## config.mk

```make
export PLATFORM = sky130hd
export DESIGN_NAME = path_delay_sequencer
export DESIGN_NICKNAME = d
export VERILOG_FILES = /design/src/rtl/path_delay_sequencer.sv
export SDC_FILE = /design/constraint.sdc
export NUM_CORES = 1
export LEC_CHECK = 0
export ABC_CLOCK_PERIOD_IN_PS = 2910
export CAP_MARGIN = 10
export CORE_MARGIN = 3
export CORE_UTILIZATION = 33
export DETAILED_ROUTE_END_ITERATION = 7
export PLACE_DENSITY = 0.53
export SYNTH_ARGS = -nofsm -noshare
export SYNTH_HDL_FRONTEND = slang
export SYNTH_SLANG_ARGS = --single-unit
```

## constraint.sdc

```tcl
create_clock -name clk -period 2.91 [get_ports clk]
set_clock_uncertainty 0.15 [all_clocks]
set_input_delay 0.4365 -clock clk [delete_from_list [all_inputs] [get_ports clk]]
set_output_delay 0.4365 -clock clk [all_outputs]
set_load 0.005 [all_outputs]
```

## src/rtl/path_delay_sequencer.sv

```systemverilog
// path_delay_sequencer
//
// Measurement controller for the delay-chain spy paths. It selects one path,
// launches alternating 0/1 transitions into it, and samples the path output a
// programmable number of clock edges after each launch. Trials whose output has
// not reached the expected level at the capture edge are counted as timing
// failures.
//
// Ports:
//   clk, rst_n      system clock, asynchronous active-low reset
//   start, abort    run request (accepted only when idle) / run termination
//   path_sel        path under test (latched at start)
//   exp_invert      1 = path output is the inverse of its launch level
//   trials          launches per run
//   settle_cycles   cycles the launch level is held before each launch
//   sample_cycles   edges from launch edge to capture edge
//   path_launch     launch drive, one bit per path (only the selected bit moves)
//   path_result     path outputs
//   busy, done      run in progress / one-cycle end-of-run pulse
//   error           run rejected because path_sel was out of range
//   stuck           path output disagreed with the held level at end of a settle
//   fail_count      timing failures in the last or current run
//   trial_count     trials completed
module path_delay_sequencer #(
    parameter int unsigned NUM_PATHS = 4,
    parameter int unsigned SEL_W     = 2,
    parameter int unsigned CNT_W     = 16,
    parameter int unsigned WAIT_W    = 8
) (
    input  logic                 clk,
    input  logic                 rst_n,
    input  logic                 start,
    input  logic                 abort,
    input  logic [SEL_W-1:0]     path_sel,
    input  logic                 exp_invert,
    input  logic [CNT_W-1:0]     trials,
    input  logic [WAIT_W-1:0]    settle_cycles,
    input  logic [WAIT_W-1:0]    sample_cycles,
    output logic [NUM_PATHS-1:0] path_launch,
    input  logic [NUM_PATHS-1:0] path_result,
    output logic                 busy,
    output logic                 done,
    output logic                 error,
    output logic                 stuck,
    output logic [CNT_W-1:0]     fail_count,
    output logic [CNT_W-1:0]     trial_count
);

    typedef enum logic [2:0] {
        StIdle,
        StSettle,
        StWait,
        StEval,
        StDone
    } state_e;

    state_e                 state_q,  state_d;
    logic                   lvl_q,    lvl_d;
    logic [SEL_W-1:0]       sel_q,    sel_d;
    logic                   inv_q,    inv_d;
    logic [CNT_W-1:0]       trials_q, trials_d;
    logic [WAIT_W-1:0]      settle_q, settle_d;
    logic [WAIT_W-1:0]      sample_q, sample_d;
    logic [WAIT_W-1:0]      cnt_q,    cnt_d;
    logic                   cap_q,    cap_d;
    logic [CNT_W-1:0]       fail_q,   fail_d;
    logic [CNT_W-1:0]       trial_q,  trial_d;
    logic                   busy_q,   busy_d;
    logic                   done_q,   done_d;
    logic                   error_q,  error_d;
    logic                   stuck_q,  stuck_d;
    logic [NUM_PATHS-1:0]   launch_q, launch_d;

    logic res_bit;
    logic exp_lvl;
    logic sel_ok;

    // Down-counter load value: a zero length behaves as one cycle.
    function automatic logic [WAIT_W-1:0] len_m1(input logic [WAIT_W-1:0] v);
        return (v == '0) ? '0 : v - WAIT_W'(1);
    endfunction

    always_comb begin
        res_bit = 1'b0;
        for (int i = 0; i < NUM_PATHS; i++) begin
            if (sel_q == SEL_W'(i)) begin
                res_bit = path_result[i];
            end
        end
    end

    assign exp_lvl = lvl_q ^ inv_q;
    assign sel_ok  = (32'(path_sel) < NUM_PATHS);

    always_comb begin
        state_d  = state_q;
        lvl_d    = lvl_q;
        sel_d    = sel_q;
        inv_d    = inv_q;
        trials_d = trials_q;
        settle_d = settle_q;
        sample_d = sample_q;
        cnt_d    = cnt_q;
        cap_d    = cap_q;
        fail_d   = fail_q;
        trial_d  = trial_q;
        busy_d   = busy_q;
        done_d   = 1'b0;
        error_d  = error_q;
        stuck_d  = stuck_q;

        unique case (state_q)
            StIdle: begin
                if (start && !abort) begin
                    sel_d    = path_sel;
                    inv_d    = exp_invert;
                    trials_d = trials;
                    settle_d = settle_cycles;
                    sample_d = sample_cycles;
                    fail_d   = '0;
                    trial_d  = '0;
                    stuck_d  = 1'b0;
                    error_d  = 1'b0;
                    lvl_d    = 1'b0;
                    busy_d   = 1'b1;
                    if (!sel_ok) begin
                        error_d = 1'b1;
                        done_d  = 1'b1;
                        state_d = StDone;
                    end else if (trials == '0) begin
                        done_d  = 1'b1;
                        state_d = StDone;
                    end else begin
                        cnt_d   = len_m1(settle_cycles);
                        state_d = StSettle;
                    end
                end
            end
            StSettle: begin
                if (cnt_q == '0) begin
                    if (res_bit != exp_lvl) begin
                        stuck_d = 1'b1;
                    end
                    // Launch edge: the held level flips as we leave SETTLE.
                    lvl_d   = ~lvl_q;
                    cnt_d   = len_m1(sample_q);
                    state_d = StWait;
                end else begin
                    cnt_d = cnt_q - WAIT_W'(1);
                end
            end
            StWait: begin
                if (cnt_q == '0) begin
                    cap_d   = res_bit;
                    state_d = StEval;
                end else begin
                    cnt_d = cnt_q - WAIT_W'(1);
                end
            end
            StEval: begin
                if ((cap_q != exp_lvl) && (fail_q != '1)) begin
                    fail_d = fail_q + CNT_W'(1);
                end
                trial_d = trial_q + CNT_W'(1);
                if (trial_d == trials_q) begin
                    done_d  = 1'b1;
                    state_d = StDone;
                end else begin
                    cnt_d   = len_m1(settle_q);
                    state_d = StSettle;
                end
            end
            StDone: begin
                busy_d  = 1'b0;
                state_d = StIdle;
            end
            default: begin
                state_d = StIdle;
                busy_d  = 1'b0;
            end
        endcase

        // Abort discards the in-flight trial; completed counts are kept.
        if (abort && (state_q != StIdle)) begin
            state_d = StIdle;
            busy_d  = 1'b0;
            done_d  = 1'b0;
            fail_d  = fail_q;
            trial_d = trial_q;
            stuck_d = stuck_q;
        end
    end

    // Only the selected bit carries the launch level, and only while busy.
    always_comb begin
        launch_d = '0;
        if (busy_d) begin
            for (int i = 0; i < NUM_PATHS; i++) begin
                if (sel_d == SEL_W'(i)) begin
                    launch_d[i] = lvl_d;
                end
            end
        end
    end

    always_ff @(posedge clk or negedge rst_n) begin
        if (!rst_n) begin
            state_q  <= StIdle;
            lvl_q    <= 1'b0;
            sel_q    <= '0;
            inv_q    <= 1'b0;
            trials_q <= '0;
            settle_q <= '0;
            sample_q <= '0;
            cnt_q    <= '0;
            cap_q    <= 1'b0;
            fail_q   <= '0;
            trial_q  <= '0;
            busy_q   <= 1'b0;
            done_q   <= 1'b0;
            error_q  <= 1'b0;
            stuck_q  <= 1'b0;
            launch_q <= '0;
        end else begin
            state_q  <= state_d;
            lvl_q    <= lvl_d;
            sel_q    <= sel_d;
            inv_q    <= inv_d;
            trials_q <= trials_d;
            settle_q <= settle_d;
            sample_q <= sample_d;
            cnt_q    <= cnt_d;
            cap_q    <= cap_d;
            fail_q   <= fail_d;
            trial_q  <= trial_d;
            busy_q   <= busy_d;
            done_q   <= done_d;
            error_q  <= error_d;
            stuck_q  <= stuck_d;
            launch_q <= launch_d;
        end
    end

    assign path_launch = launch_q;
    assign busy        = busy_q;
    assign done        = done_q;
    assign error       = error_q;
    assign stuck       = stuck_q;
    assign fail_count  = fail_q;
    assign trial_count = trial_q;

endmodule

```

# Word level (Yosys, flattened, before mapping)
# Index checks and enable logic that the tools add are counted.
word_totals:
  ff_bits: 87
  out_inout_bits: 40
  wordCells: 117
classes:
  mux: 46
  n_bitwise: 3
  addsub: 6
  reduce_logical: 24
  n_eq_ne: 23
ops:
  columns: ["op", "count"]
  rows:
  - ["$mux 8", 8]
  - ["$pmux 16 s2", 2]
  - ["$add 16x1->16 const B", 2]
  - ["$logic_not 8->1", 4]
  - ["$mux 16", 2]
  - ["$pmux 8 s4", 1]
  - ["$sub 8x1->8 const B", 4]
  - ["$mux 1", 19]
  - ["$mux 3", 6]
  - ["$eq 16x16->1", 1]
  - ["$logic_not 16->1", 1]
  - ["$ne 16x16->1 const B", 1]
  - ["$ne 2x2->1 const B", 7]
  - ["$pmux 3 s4", 1]
  - ["$reduce_and 5->1", 2]
  - ["$ne 3x3->1 const B", 3]
  - ["$eq 2x2->1 const B", 4]
  - ["$pmux 1 s2", 4]
  - ["$eq 3x2->1 const B", 2]
  - ["$reduce_and 3->1", 2]
  - ["$eq 2x1->1 const B", 2]
  - ["$logic_not 2->1", 2]
  - ["$mux 2", 2]
  - ["$mux 4", 1]
  - ["other kinds (13)", 19]

# Longest topological paths before layout
# Gate-level depths: netlist (run 1).
logic_depth:
  depth_word: 9
  mapped_depth: 10
  depth_no_buf: 9

# Worst setup path before layout (run 1)
# Ideal clock, no wire load.
synth_path:
  path_type: "reg2reg"
  from: "register trial_q[1], in the netlist trial_count[1]"
  to: "register cnt_q[0]"
  arrival_time_ns: 2.340
  path_stages_with_launch: 10
  required_ns: 2.635
  synth_period_minus_slack_ns: 2.615
  setup_time_ns: 0.125
  path_slack_ns: 0.295
  path_buffers: 1
  path_cell_list: "dfrtp_1 ha_1 nand3_1 or4_1 mux2i_1 nand3_1 nor2_1 o31a_1 buf_4 mux2_4"
synth_between:
  elab_chain_cells: 4
synth_rtl:
  columns: ["element", "line", "source"]
  rows:
  - ["start, declared", "67", "logic [CNT_W-1:0] trial_q, trial_d;"]
  - ["start signal, assigned", "235", "trial_q <= trial_d;"]
  - ["$add 16x1->16", "164", "trial_d = trial_q + CNT_W'(1);"]
  - ["$eq 16x16->1", "165", "if (trial_d == trials_q) begin"]
  - ["$ne 2x2->1 (no source line)", null, null]
  - ["$reduce_and 5->1 (no source line)", null, null]
  - ["end signal, assigned", "232", "cnt_q <= cnt_d;"]
  - ["end, declared", "64", "logic [WAIT_W-1:0] cnt_q, cnt_d;"]
# No other way between the ends.
# A chain may end at the register's enable or synchronous reset.

# Worst setup path in the final report (run 1)
layout_path:
  from: "register trial_q[0], in the netlist trial_count[0]"
  to: "register cnt_q[1]"
# Same word-level chain as after synthesis.

==> impl_metrics.ini, run 1 <==
[run]
max_cap_violations = 0

[finish]
final_common_cell = nand2_1
final_cell_mix = 124 x nand2_1, 86 x dfrtp_1, 80 x clkdlybuf4s50_1
nFillCells = 1457
area_growth_pct = 30.7
drive_gt1_share_pct = 10.3
fin_nets = 743
design_area_sq_um = 6620
diodes = 0

[critical_path]
critPathArrivalTime_ns = 2.85
crit_type = flip-flop to flip-flop
crit_path_end_kind = flip-flop
cp-start-kind = flip-flop
max_stage_delay_ns = 0.40
reg2reg_from = trial_count[0]
r2r_setup_slack_ns = 0.17
cp-startpoint = trial_count[0]
reg2regPathDepth = 10
critPathRequiredTime_ns = 3.03
cp_common_cell = and3_1
slowest_stage = dfrtp_1
cp_cell_sequence = ha_1, and3_1, and3_1, xor2_1, o311ai_1, nand4_2, nor2_1, o31a_1, buf_4, mux2i_1
path_max_fanout = 6

[grt]
grt_start_max_net_pins = 43
grt_pass1_wl_um = 23200
grt_usage_pct = 17.4
antenna_found_initial = 0
grt-ovfl-total = 0
grt_pass1_vias = 4584

[placed_design]
placed_cell_area_sq_um = 6250
port_buffers = 81
gp_congestion = 0.898
hpwl_um = 10500

[clock_network]
numCtsBuffers = 9
worstSkewPairLatency_ns = 0.35
clk_pin_slew_worst_paths_ns = 0.07
root_buffer = clkbuf_16
cts_tree = done
clk_path_buf_depth = 2
clkSinkCount = 87
h-tree-depth = 3

[route]
wl_per_cell_um = 16.1
drc = 0
via_per_inst = 5.24
drt_first_iter_violations = 267
num_vias = 4608
finalWirelength_um = 14200
dr.pass1.iters = 4
drtAntennaViolNets = 0

[synthesis]
synth_ff_type = dfrtp_1
synth_cell_types = 60
async_reset_ff_share_pct = 100
syn-num-nets = 640
netlist_area_sq_um = 5060
syn_inst = 588
yosysWarningCount = 0
ys_seq_area_share_pct = 43.0
syn_avg_cell_area_sq_um = 8.61
synth-edff-count = 0
yosys_register_bits = 87

[pwr]
p_total_mw = 3.52
power_density_nw_per_um2 = 532
ir_drop_mv = 0.339
power_leakage_nw = 2.90

[sta]
slew_headroom_pct = 56.7
period_share_pct = 94.0
worst_slew_pin_slew_ns = 0.640
setup-violations-final = 0
hold_viol = 0
finalMaxSlewViolations = 0
max_freq_mhz = 365
period_minus_slack_ns = 2.74

[worst_hold_path]
hold_path_depth = 2
hold_path.class = flip-flop to flip-flop
hp-start = inv_q

[die]
die_y_um = 130
start_util_pct = 34.3
rows = 44
io_pins = 83
dieArea_sq_um = 16900
core-area_sq_um = 14800
die_w_um = 130

[outcome]
status = finished, final reports clean
[Yosys cell counts, drive strengths merged (5+ instances only)]
cell type,count,area share (%)
inv,16,1.2
dfrtp,87,43
xor2,30,5.2
nand4,12,1.9
mux2i,5,0.99
or3,7,0.96
nor3b,5,0.74
a21oi,12,1.3
nand3,15,1.5
nor4,11,1.5
nand2b,7,0.86
o21ai,42,4.2
nor3,18,2.0
xnor2,23,4.0
ha,9,2.2
nand2,124,9.2
o31ai,11,1.6
clkbuf,17,1.3
nor2,57,4.3
o22ai,11,1.4
buf,8,0.86
nor2b,5,0.62
[metal layers]
metal	global-route usage [%]	share of wire, %
met5	0	0
met2	27.8	47
met1	22.9	46
met3	4.54	5.1
met4	5.87	1.4
[power breakdown]
part           internal [mW]  switching, mW  leakage (nW)
clock network          0.767          0.527         0.163
logic                  0.345          0.391          1.59
registers               1.35          0.143          1.14
total                   2.46           1.06          2.90
[worst paths after layout]
check / end
max: cnt_q[1]
min: inv_q
max reg2reg: cnt_q[1]
min reg2reg: inv_q
max in group asynchronous: trials_q[11]
min in group asynchronous: trial_count[4]
[worst max-delay path, delay by kind of cell (launching register included)]
kind            cells  cell delay (ns)
compound gates      2             0.64
xor+xnor            1             0.15
fa+ha+maj           1             0.25
buf+inv             1             0.18
flops               1             0.40
mux                 1             0.18
simple gates        4             0.71
[per-stage QoR]
stage	worst slack [ns]	hold WS (ns)	cells	util (%)	TNS, ns
after floorplan	0.295	-0.00909	588	-	0
after detailed placement	0.0943	0.323	861	42.4	0
after CTS	0.128	0.353	878	44.7	0
final	0.173	0.346	880	44.9	0
after global placement	0.107	0.318	861	42.4	0
after global routing	-0.0127	0.372	880	44.9	-0.0127
[logic make-up (layout without fill, tap and decap cells)]
logic type      count (synthesis)  after routing  synth area share [%]
fa+ha+maj                       9              9                  2.22
xor+xnor                       53             53                  9.16
simple gates                  280            280                  26.3
buf+inv                        41            149                  3.31
flops                          87             87                  43.0
other cells                     1              1                0.0740
mux                            10             10                  2.47
compound gates                107            107                  13.5
[state kept, by name, summed over array words and instances (netlist names), 2 cells and up]
register     cells
fail_count      16
sel_q            2
settle_q         8
state_q          3
path_launch      4
sample_q         8
trials_q        16
cnt_q            8
trial_count     16
[layout make-up]
type / instances / area, sq um / share of cell area, %
clock buffer: 9 / 225 / 3.40
clock inverter: 7 / 103 / 1.55
inverter: 16 / 60.1 / 0.907
multi-input combinational: 460 / 2740 / 41.4
sequential: 87 / 2180 / 32.9
tap: 184 / 230 / 3.48
timing repair buffer: 117 / 1080 / 16.3
[timing repair]
item	in CTS	in global routing
endpoints found under the setup margin	0	8
setup buffers	0	2
hold buffers	1	0
hold endpoints to repair	40	0
resized for setup	0	4
(Power assumes the default switching activity.)
==> run 2, diff against run 1 <==
--- a/config.mk
+++ b/config.mk
@@ -7,6 +7,7 @@
 export LEC_CHECK = 0
 export ABC_CLOCK_PERIOD_IN_PS = 2910
 export CAP_MARGIN = 10
+export CORE_ASPECT_RATIO = 0.5
 export CORE_MARGIN = 3
 export CORE_UTILIZATION = 33
 export DETAILED_ROUTE_END_ITERATION = 7
==> impl_metrics.ini, run 2 (synthesis results as in run 1) <==
[critical_path]
reg2regPathDepth = 7
reg2reg_from = cnt_q[4]
crit_type = flip-flop to flip-flop
critPathRequiredTime_ns = 2.97
path_max_fanout = 7
cp-start-kind = flip-flop
critPathArrivalTime_ns = 2.83
cp_cell_sequence = nor3_1, nor3b_1, nand3b_1, a21oi_2, nor2b_1, a221oi_1, o211ai_1
reg2reg_to = cnt_q[5]
crit_path_end_kind = flip-flop
critical-path-top-delay-family = simple AND/OR/NAND/NOR gates
r2r_setup_slack_ns = 0.14
max_stage_delay_ns = 0.42
cp_num_buf_inv = 0
slowest_stage = dfrtp_1
crit_cells = 7

[die]
die_w_um = 181
start_util_pct = 34.4
dieArea_sq_um = 17000
io_pins = 83
rows = 31
core-area_sq_um = 14700
die_y_um = 93.6

[finish]
final_cell_mix = 124 x nand2_1, 85 x dfrtp_1, 80 x clkdlybuf4s50_1
area_growth_pct = 30.9
fin_util_pct = 45.0
nFillCells = 1455
diodes = 0
drive_gt1_share_pct = 10.8
final_common_cell = nand2_1
fin_nets = 744
finalNonFillerCells = 895

[worst_hold_path]
hold_path.class = flip-flop to flip-flop
hold_path_depth = 2
hp-start = trials_q[4]
hold_end = trials_q[4]

[sta]
tns_ns = 0
worst_slew_pin_slew_ns = 0.658
timing.final.ws_setup_ns = 0.140
period_share_pct = 95.2
max_freq_mhz = 361
hold_viol = 0
slew_headroom_pct = 56.2
finalMaxSlewViolations = 0
period_minus_slack_ns = 2.77
rsz0062_at_grt = no
setup-violations-final = 0

[grt]
antenna_found_initial = 0
grt_usage_pct = 16.8
grt_pass1_wl_um = 23000
grt_pass1_vias = 4259
grt_start_max_net_pins = 48
grt-ovfl-total = 0

[clock_network]
post_cts_buffers = 0
clk_pin_slew_worst_paths_ns = 0.06
clkSinkCount = 87
cts_tree = done
root_buffer = clkbuf_16
clk_path_buf_depth = 2
h-tree-depth = 3
numCtsBuffers = 9
worstSkewPairLatency_ns = 0.34

[route]
drt_first_iter_violations = 351
wl_per_cell_um = 15.7
dr.pass1.iters = 4
drtAntennaViolNets = 0
num_vias = 4499
finalWirelength_um = 14100
drc = 0
via_per_inst = 5.03

[pwr]
p_total_mw = 3.35
power_density_nw_per_um2 = 506
power_leakage_nw = 2.87
ir_drop_mv = 0.282

[placed_design]
gp_congestion = 0.896
hpwl_um = 10600
port_buffers = 81
post-place-ws_ns = 0.0920
dp_cells = 878

[outcome]
status = finished, final reports clean

[run]
max_cap_violations = 0
## run 2: stage by stage
step	hold WS, ns	instance area, sq um
3_3_place_gp	0.332	6300
2_1_floorplan	-0.00909	5060
4_1_cts	0.352	6590
5_1_grt	0.365	6630
3_5_place_dp	0.336	6300
6_report	0.346	6630
## run 2: repair_timing
action	in CTS	in global routing
setup endpoints to repair	0	8
hold buffers	1	0
hold endpoints to repair	7	0
resized for setup	0	8
## run 2: report_power, final
part / leakage (nW) / internal, mW / switching (mW)
clock network: 0.125 / 0.605 / 0.498
registers: 1.14 / 1.35 / 0.151
logic: 1.61 / 0.352 / 0.400
total: 2.87 / 2.31 / 1.05
## run 2: cell type report
class                      instances  area, sq um  area share [%]
timing repair buffer             118         1100            16.6
inverter                          16         60.1           0.906
sequential                        87         2180            32.9
multi-input combinational        460         2760            41.7
clock buffer                      12          246            3.72
clock inverter                     4         31.3           0.472
tap                              198          248            3.74
## run 2: worst min-delay path: stages (launching register included)
cell	delay (ns)
dfrtp_1	0.36
nand2_1	0.05
nand2_1	0.05
## run 2: how the worst max path moves through the flow
stage | start | endpoint
final | cnt_q[4] | cnt_q[5]
after CTS | trial_count[2] | cnt_q[6]
after floorplan | trial_count[1] | cnt_q[0]
after global routing | trial_count[11] | cnt_q[1]
after detailed placement | trials[1] | cnt_q[6]
after global placement | trials[1] | cnt_q[6]
## run 2: per-layer routing
metal	wire length (um)	part of all wire [%]	vias up	global-route usage, %
met4	49	0.35	0	3.23
met2	5970	42	67	25.2
met1	7580	54	2167	24.9
met5	0	0	-	0
li1	-	-	2260	-
met3	479	3.4	5	3.69
